$ cat src/rtl/mem_stage_sram_ctrl_pkg.sv
// Shared state encoding, defaults and helpers for the memory-stage SRAM controller.
// The optional stall counter is enabled with the MEM_STALL_CNT_EN macro in the top module.
package mem_stage_sram_ctrl_pkg;

    typedef enum logic [1:0] {
        ST_IDLE = 2'd0,
        ST_LO   = 2'd1,
        ST_HI   = 2'd2,
        ST_DONE = 2'd3
    } state_e;

    localparam int DEFAULT_WAIT_CYCLES = 2;
    localparam int DEFAULT_BASE_ADDR   = 1024;
    localparam int DEFAULT_SRAM_AW     = 18;
    localparam int WAIT_CNT_W          = 4;

    // Terminal value of the per-phase wait counter for a given wait-state setting.
    function automatic logic [WAIT_CNT_W-1:0] last_wait_count(input int wait_cycles);
        return WAIT_CNT_W'(wait_cycles - 1);
    endfunction

endpackage

$ cat src/rtl/mem_stage_sram_ctrl_sram_addr_map.sv
// Maps a pipeline byte address onto the low/high SRAM halfword addresses of its 32-bit word.
module mem_stage_sram_ctrl_sram_addr_map
    import mem_stage_sram_ctrl_pkg::*;
#(
    parameter int BASE_ADDR = DEFAULT_BASE_ADDR,
    parameter int SRAM_AW   = DEFAULT_SRAM_AW
) (
    input  logic [31:0]        byte_addr_i,
    output logic [SRAM_AW-1:0] lo_addr_o,
    output logic [SRAM_AW-1:0] hi_addr_o
);

    localparam int          WORD_AW = SRAM_AW - 1;
    localparam logic [31:0] BASE    = 32'(BASE_ADDR);

    logic [WORD_AW-1:0] word_addr;

    // Plain modulo arithmetic: addresses below BASE wrap to the top of the SRAM.
    assign word_addr = WORD_AW'((byte_addr_i - BASE) >> 2);

    assign lo_addr_o = {word_addr, 1'b0};
    assign hi_addr_o = {word_addr, 1'b1};

endmodule

$ cat src/rtl/mem_stage_sram_ctrl.sv
// Memory stage: runs each 32-bit load/store as two 16-bit SRAM phases and freezes the pipeline.
// Define MEM_STALL_CNT_EN to add the saturating stall_cnt output.
module mem_stage_sram_ctrl
    import mem_stage_sram_ctrl_pkg::*;
#(
    parameter int WAIT_CYCLES = DEFAULT_WAIT_CYCLES,
    parameter int BASE_ADDR   = DEFAULT_BASE_ADDR,
    parameter int SRAM_AW     = DEFAULT_SRAM_AW
) (
    input  logic               clk,
    input  logic               rst,
    input  logic               WB_en_in,
    input  logic               MEM_R_EN_in,
    input  logic               MEM_W_EN_in,
    input  logic [31:0]        ALU_result_in,
    input  logic [31:0]        ST_val_in,
    input  logic [3:0]         Dest_in,
    output logic               WB_en,
    output logic               MEM_R_EN,
    output logic [31:0]        ALU_result,
    output logic [31:0]        Mem_read_value,
    output logic [3:0]         Dest,
    output logic               freeze,
    output logic [SRAM_AW-1:0] SRAM_ADDR,
    output logic [15:0]        SRAM_DQ_out,
    input  logic [15:0]        SRAM_DQ_in,
`ifdef MEM_STALL_CNT_EN
    output logic [31:0]        stall_cnt,
`endif
    output logic               SRAM_WE_N
);

    localparam logic [WAIT_CNT_W-1:0] LAST_CNT = last_wait_count(WAIT_CYCLES);

    state_e                  state_q;
    logic [WAIT_CNT_W-1:0]   cnt_q;
    logic [31:0]             rd_data_q;
    logic [SRAM_AW-1:0]      sram_addr_q;
    logic [15:0]             sram_dq_q;
    logic                    sram_we_n_q;

    logic [SRAM_AW-1:0]      lo_addr;
    logic [SRAM_AW-1:0]      hi_addr;
    logic                    req;
    logic                    is_load;
    logic                    phase_end;

    assign req       = MEM_R_EN_in | MEM_W_EN_in;
    // A write wins when both enables are set, so the load register is left alone.
    assign is_load   = MEM_R_EN_in & ~MEM_W_EN_in;
    assign phase_end = (cnt_q == LAST_CNT);

    // NOTE: gated by rst so a request still held by the pipeline cannot freeze it during reset.
    assign freeze = rst & req & (state_q != ST_DONE);

    assign WB_en          = WB_en_in & ~freeze;
    assign MEM_R_EN       = MEM_R_EN_in & ~freeze;
    assign ALU_result     = ALU_result_in;
    assign Dest           = Dest_in;
    assign Mem_read_value = rd_data_q;
    assign SRAM_ADDR      = sram_addr_q;
    assign SRAM_DQ_out    = sram_dq_q;
    assign SRAM_WE_N      = sram_we_n_q;

    mem_stage_sram_ctrl_sram_addr_map #(
        .BASE_ADDR (BASE_ADDR),
        .SRAM_AW   (SRAM_AW)
    ) u_addr_map (
        .byte_addr_i (ALU_result_in),
        .lo_addr_o   (lo_addr),
        .hi_addr_o   (hi_addr)
    );

    // SRAM pins are loaded on the edge that enters a phase, so they line up with state_q.
    always_ff @(posedge clk or negedge rst) begin
        if (!rst) begin
            state_q     <= ST_IDLE;
            cnt_q       <= '0;
            rd_data_q   <= '0;
            sram_addr_q <= '0;
            sram_dq_q   <= '0;
            sram_we_n_q <= 1'b1;
        end else begin
            // NOTE: non-blocking only; every branch below must see the pre-edge values.
            unique case (state_q)
                ST_IDLE: begin
                    if (req) begin
                        state_q     <= ST_LO;
                        cnt_q       <= '0;
                        sram_addr_q <= lo_addr;
                        sram_dq_q   <= ST_val_in[15:0];
                        sram_we_n_q <= ~MEM_W_EN_in;
                    end
                end
                ST_LO: begin
                    if (phase_end) begin
                        if (is_load) begin
                            rd_data_q[15:0] <= SRAM_DQ_in;
                        end
                        state_q     <= ST_HI;
                        cnt_q       <= '0;
                        sram_addr_q <= hi_addr;
                        sram_dq_q   <= ST_val_in[31:16];
                        sram_we_n_q <= ~MEM_W_EN_in;
                    end else begin
                        cnt_q <= cnt_q + 4'd1;
                    end
                end
                ST_HI: begin
                    if (phase_end) begin
                        if (is_load) begin
                            rd_data_q[31:16] <= SRAM_DQ_in;
                        end
                        state_q     <= ST_DONE;
                        cnt_q       <= '0;
                        sram_we_n_q <= 1'b1;
                    end else begin
                        cnt_q <= cnt_q + 4'd1;
                    end
                end
                ST_DONE: begin
                    state_q <= ST_IDLE;
                end
                default: begin
                    state_q     <= ST_IDLE;
                    cnt_q       <= '0;
                    sram_we_n_q <= 1'b1;
                end
            endcase
        end
    end

`ifdef MEM_STALL_CNT_EN
    logic [31:0] stall_cnt_q;
    logic [31:0] stall_cnt_d;

    // NOTE: default assignment first so the combinational block never infers a latch.
    always_comb begin
        stall_cnt_d = stall_cnt_q;
        if (freeze && (stall_cnt_q != 32'hFFFF_FFFF)) begin
            stall_cnt_d = stall_cnt_q + 32'd1;
        end
    end

    always_ff @(posedge clk or negedge rst) begin
        if (!rst) begin
            stall_cnt_q <= '0;
        end else begin
            stall_cnt_q <= stall_cnt_d;
        end
    end

    assign stall_cnt = stall_cnt_q;
`endif

endmodule

$ cat config.mk
export PLATFORM = sky130hd
export DESIGN_NAME = mem_stage_sram_ctrl
export DESIGN_NICKNAME = d
export VERILOG_FILES = /design/src/rtl/mem_stage_sram_ctrl_pkg.sv /design/src/rtl/mem_stage_sram_ctrl_sram_addr_map.sv /design/src/rtl/mem_stage_sram_ctrl.sv
export SDC_FILE = /design/constraint.sdc
export NUM_CORES = 1
export LEC_CHECK = 0
export BUFFER_PORTS_ARGS = -buffer_cell sky130_fd_sc_hd__buf_2
export CORE_UTILIZATION = 38
export CTS_CLUSTER_SIZE = 10
export DETAILED_ROUTE_END_ITERATION = 16
export PLACE_DENSITY = 0.7
export SYNTH_ARGS = -nofsm -noshare
export SYNTH_HDL_FRONTEND = slang
export SYNTH_SLANG_ARGS = --single-unit
$ cat constraint.sdc
create_clock -name clk -period 7 [get_ports clk]
set_clock_uncertainty 0.15 [all_clocks]
set_input_delay 1.4 -clock clk [delete_from_list [all_inputs] [get_ports clk]]
set_output_delay 1.4 -clock clk [all_outputs]
set_load 0.02 [all_outputs]
# Yosys cells after proc, flatten, opt, wreduce, memory -nomap -nowiden
# Index checks and enable logic that the tools add are counted.
[word_totals]
regBits = 73
wordCells = 53
inputBits = 89
out_inout_bits = 106
[classes]
addsub = 2
bitwise_logic = 8
mux = 17
reduce_logical = 11
n_eq_ne = 8
[op_table]
columns = ["operator", "count"]
rows = [
  ["$mux W18", 2],
  ["$pmux W18 S2", 1],
  ["$mux W16", 2],
  ["$pmux W16 S2", 1],
  ["$sub A19 B11 Y19 const B", 1],
  ["$reduce_and A3 Y1", 4],
  ["$mux W4", 2],
  ["$ne A2 B2 Y1 const B", 4],
  ["$pmux W2 S4", 1],
  ["$pmux W4 S2", 1],
  ["$mux W2", 3],
  ["$and A1 B1 Y1", 5],
  ["$add A4 B1 Y4 const B", 1],
  ["$eq A2 B2 Y1 const B", 2],
  ["$eq A4 B1 Y1 const B", 1],
  ["$reduce_and A4 Y1", 1],
  ["$reduce_bool A2 Y1", 2],
  ["$mux W1", 3],
  ["$pmux W1 S3", 1],
  ["$reduce_bool A3 Y1", 1],
  ["$eq A2 B1 Y1 const B", 1],
  ["$logic_not A2 Y1", 1],
  ["$not A1 Y1", 2],
  ["$reduce_and A2 Y1", 1],
  ["2 further kinds", 2],
]

# Depth between registers and ports, before layout
[logic_depth]
depth_word = 5
depth_mapped = 8

# Hierarchy
# Synthesis repeated with hierarchy kept, for this count alone.
[unflattened]
cells_unflattened = 325
hier_area_um2 = 3920.0
[by_module_without_submodules]
columns = ["module", "seq_area_each_um2", "area_per_inst_um2", "n_inst", "cells_each"]
rows = [
  ["mem_stage_sram_ctrl", 1828.0, 3562.2, 1, 276],
  ["mem_stage_sram_ctrl_sram_addr_map", 0.0, 357.8, 1, 49],
]

# Least setup slack after synthesis
# OpenSTA, ideal clock, no wires.
[synth_timing]
kind = "in2out"
startpoint = "in MEM_W_EN_in"
endpoint = "out WB_en"
arrival_time_ps = 2481
stages = 4
slack_ps = 2969
path_cell_list = "or2_2 clkbuf_1 and3_1 nor2b_1"
[synth_between]
elab_chain_cells = 5
[synth_lines]
columns = ["item", "line_no", "source"]
rows = [
  ["start: declaration", "mem_stage_sram_ctrl.sv:14", "input logic MEM_W_EN_in,"],
  ["$or A1 B1 Y1", "mem_stage_sram_ctrl.sv:48", "assign req = MEM_R_EN_in | MEM_W_EN_in;"],
  ["$and A1 B1 Y1 (2 in a row)", "mem_stage_sram_ctrl.sv:54", "assign freeze = rst & req & (state_q != ST_DONE);"],
  ["named net freeze", "mem_stage_sram_ctrl.sv:23", "output logic freeze,"],
  ["$not A1 Y1", "mem_stage_sram_ctrl.sv:56", "assign WB_en = WB_en_in & ~freeze;"],
  ["$and A1 B1 Y1", "mem_stage_sram_ctrl.sv:56", ""],
  ["end: declaration", "mem_stage_sram_ctrl.sv:18", "output logic WB_en,"],
]
# The timed path passes the listed nets, and every way through them passes these cells.

# Final worst setup path
[layout_timing]
startpoint = "in rst"
endpoint = "out WB_en"
[layout_between]
elab_chain_cells = 4
[layout_lines]
columns = ["item", "line_no", "source"]
rows = [
  ["start: declaration", "mem_stage_sram_ctrl.sv:11", "input logic rst,"],
  ["$and A1 B1 Y1 (2 in a row)", "mem_stage_sram_ctrl.sv:54", ""],
  ["$not A1 Y1", "mem_stage_sram_ctrl.sv:56", ""],
  ["$and A1 B1 Y1", "mem_stage_sram_ctrl.sv:56", ""],
]
# Every way passes these cells.

==> summary.md <==
| Metric | Value |
|---|---|
| RSZ-0062 raised after global routing | no |
| Flop pwr share | 34.4% |
| Post-synth top cells | 72 x dfrtp_1, 38 x buf_4, 33 x o22ai_1 |
| Initial DRT Pass Iterations | 4 |
| Crit Path Category | input pin to output pin |
| Clk Latency, worst-skew pair | 340 ps |
| Slowest CP cell | buf_4 |
| Yosys top cell area share | 48.1% |
| H-Tree Depth | 3 |
| Initial core utilization | 39.8% |
| Largest net degree at the start of global routing | 76 |
| Hpwl dp | 6060 µm |
| Buf/Inv on CP | 2 |
| Final Slew Violations | 0 |
| Gr usage total | 17.4% |
| Clock transition at path regs | 70 ps |
| CTS tree | done |
| Switching Share | 42.7% |
| Max Cap Viol | 0 |
| Drt via density | 5.06 |
| CTS Buf Count | 9 |
| Final ANT Viol Nets | 0 |
| Psw | 934 µW |
| Count leader, synth | dfrtp_1 |
| Gr ovfl total | 0 |
| Initial antenna violation count | 0 |
| Int Pwr | 1.25 mW |
| Slew @ Worst Pin | 1210 ps |
| Fill cells | 882 |
| Resized Gates After CTS | 0 |
| CP Max Fanout | 75 |
| Vias in the first global route | 2896 |
| Mapped Cells | 322 |
| I/O Buffers | 156 |
| Max Fclk | 0.241 GHz |
| # diodes | 0 |
| Final hold violations | 0 |
| WL per Instance | 15.0 µm |
| Post-Route WL | 8550 µm |
| Logic pwr share | 51.0% |
| Synth Warn # | 0 |
| # rows | 35 |
| Final core area utilization | 47.9% |
| Share of cells above drive strength 1 | 48.9% |
| Via count | 2877 |
| Clock Path Buffers | 2 |
| CP arrival | 2590 ps |
| Power Total | 2.19 mW |
| Area contributors post-synth | dfrtp_1 48%, mux2_4 8.0%, buf_4 7.6%, o22ai_1 5.5%, mux2_2 4.8% |
| Period utilization | 59.2% |
| Die Span X | 101 µm |
| Top-Level Pins | 195 |
| Outcome | finished, final reports clean |
| Relative slew slack | 18.7% |
| Post-synth EDFFs | 0 |
| # hold bufs at CTS | 0 |
| First-pass GRT wire length | 13900 µm |
| Final TNS setup | 0 ps |
| Clk pwr share | 14.6% |
| Endpoints failing setup | 0 |
| Register area share after synthesis | 48.8% |
| Cell Pwr Density | 485 nW/µm² |
| Synth-to-layout area growth | 20.3% |
| Maximum VDD drop | 0.000223 V |
| Top delay family on crit path | buffers and inverters |
| Post-synth top flop | dfrtp_1 |
| Crit path largest cell delay | 690 ps |
| Post-synth ARST share | 100% |
| Iter 0 DRT Violations | 84 |
| DRC | 0 |
| Die Height | 101 µm |
| Setup crit end kind | output pin |
| Post-synth top area cell | dfrtp_1 |
| Core ar. | 9420 µm² |
| Nets@finish | 533 |
| Die area | 10300 µm² |
| Min-delay worst type | register to register |
| Synth cell types | 43 |
| Mapped Nets | 420 |
| Root Buffer | clkbuf_8 |
| Postcts setup bufs | 0 |
| CP cell instances | buf_4 > and3_1 > nor2b_1 > buf_2 |
| Clock period minus worst slack | 4140 ps |
| Total clock sinks | 73 |
| RePlAce Congestion | 0.769 |
| Mapped Area | 3750 µm² |
| Syn avg cell area | 11.6 µm² |
| Startpoint types | input pin |
| Number of synthesized register bits | 73 |
| Leak | 2.26 nW |
| Critical Path RT | 5450 ps |
## placed cells by master, fill, tap and decap left out, types with 2 or more instances in the layout
master / n
nand2_4: 2
or2_2: 2
nor3b_1: 2
nand3_1: 2
a31oi_1: 2
clkbuf_1: 3
mux2_4: 20
a221oi_1: 16
mux2_2: 16
dfrtp_1: 72
nand2b_1: 2
xor2_1: 4
nor2b_1: 2
o21ai_0: 5
inv_1: 8
nor2_1: 27
mux2_1: 5
buf_2: 155
nand2_1: 6
clkbuf_8: 10
clkinv_2: 2
xnor2_1: 2
a21oi_1: 13
nor3_1: 2
ha_1: 9
o22ai_1: 33
## stage by stage
step / hold slack (ps) / cell area (µm²) / std cells / setup slack [ps]
after floorplan: 362 / 3750 / 322 / 2970
after global placement: 315 / 4320 / 553 / 2790
after detailed placement: 321 / 4320 / 553 / 2770
after CTS: 339 / 4510 / 569 / 2770
after global routing: 356 / 4510 / 569 / 2650
final: 331 / 4510 / 569 / 2860
## layer usage
metal | GRT usage [%] | vias to the layer above | part of all wire (%)
met4 | 4.91 | 0 | 1.2
met2 | 29.0 | 125 | 48
met3 | 5.31 | 12 | 7.0
met5 | 0 | - | 0
met1 | 21.8 | 1390 | 44
li1 | - | 1350 | -
## sequential cells by signal, indices dropped and copies added, names as in the netlist
register,cells
Mem_read_value,32
SRAM_ADDR,18
SRAM_DQ_out,16
SRAM_WE_N,1
cnt_q,4
state_q,2
## layout make-up
| cell class | count | area (µm²) | area share (%) |
|---|---|---|---|
| Clock inverter | 3 | 40.0 | 0.888 |
| Clock buffer | 13 | 149 | 3.30 |
| Multi-Input combinational cell | 187 | 1520 | 33.6 |
| Timing Repair Buffer | 156 | 783 | 17.4 |
| Inverter | 8 | 30.0 | 0.666 |
| Tap cell | 129 | 161 | 3.58 |
| Sequential cell | 73 | 1830 | 40.5 |
## final timing paths
path | startpoint | to | slack (ps) | cells past startpoint
min reg2reg | SRAM_ADDR[7] | SRAM_ADDR[7] | 330 | 1
max reg2reg | state_q[1] | SRAM_ADDR[2] | 3810 | 5
max | rst | WB_en | 2860 | 4
min | SRAM_ADDR[7] | SRAM_ADDR[7] | 330 | 1
min in group asynchronous | rst | SRAM_DQ_out[11] | 1050 | 1
max in group asynchronous | rst | SRAM_ADDR[9] | 5040 | 1
## kinds of logic (layout without fill, tap and decap cells)
kind of cell / count (synthesis) / in the layout / synth area share [%]
mux: 42 / 42 / 14.6
compound gates: 74 / 74 / 13.4
simple gates: 56 / 56 / 8.08
flops: 73 / 73 / 48.8
fa+ha+maj: 9 / 9 / 3.00
xor+xnor: 6 / 6 / 1.40
buf+inv: 62 / 180 / 10.8
## power by group through the flow
stage / Combinational, mW / Sequential (mW) / Clock (mW)
after floorplan: 0.609 / 0.969 / 0
after global placement: 1.11 / 0.751 / 0
after detailed placement: 1.13 / 0.758 / 0
after CTS: 1.13 / 0.752 / 0.334
after global routing: 1.23 / 0.779 / 0.354
final: 1.12 / 0.753 / 0.319
No activity file was read; power rests on OpenSTA's default activity.
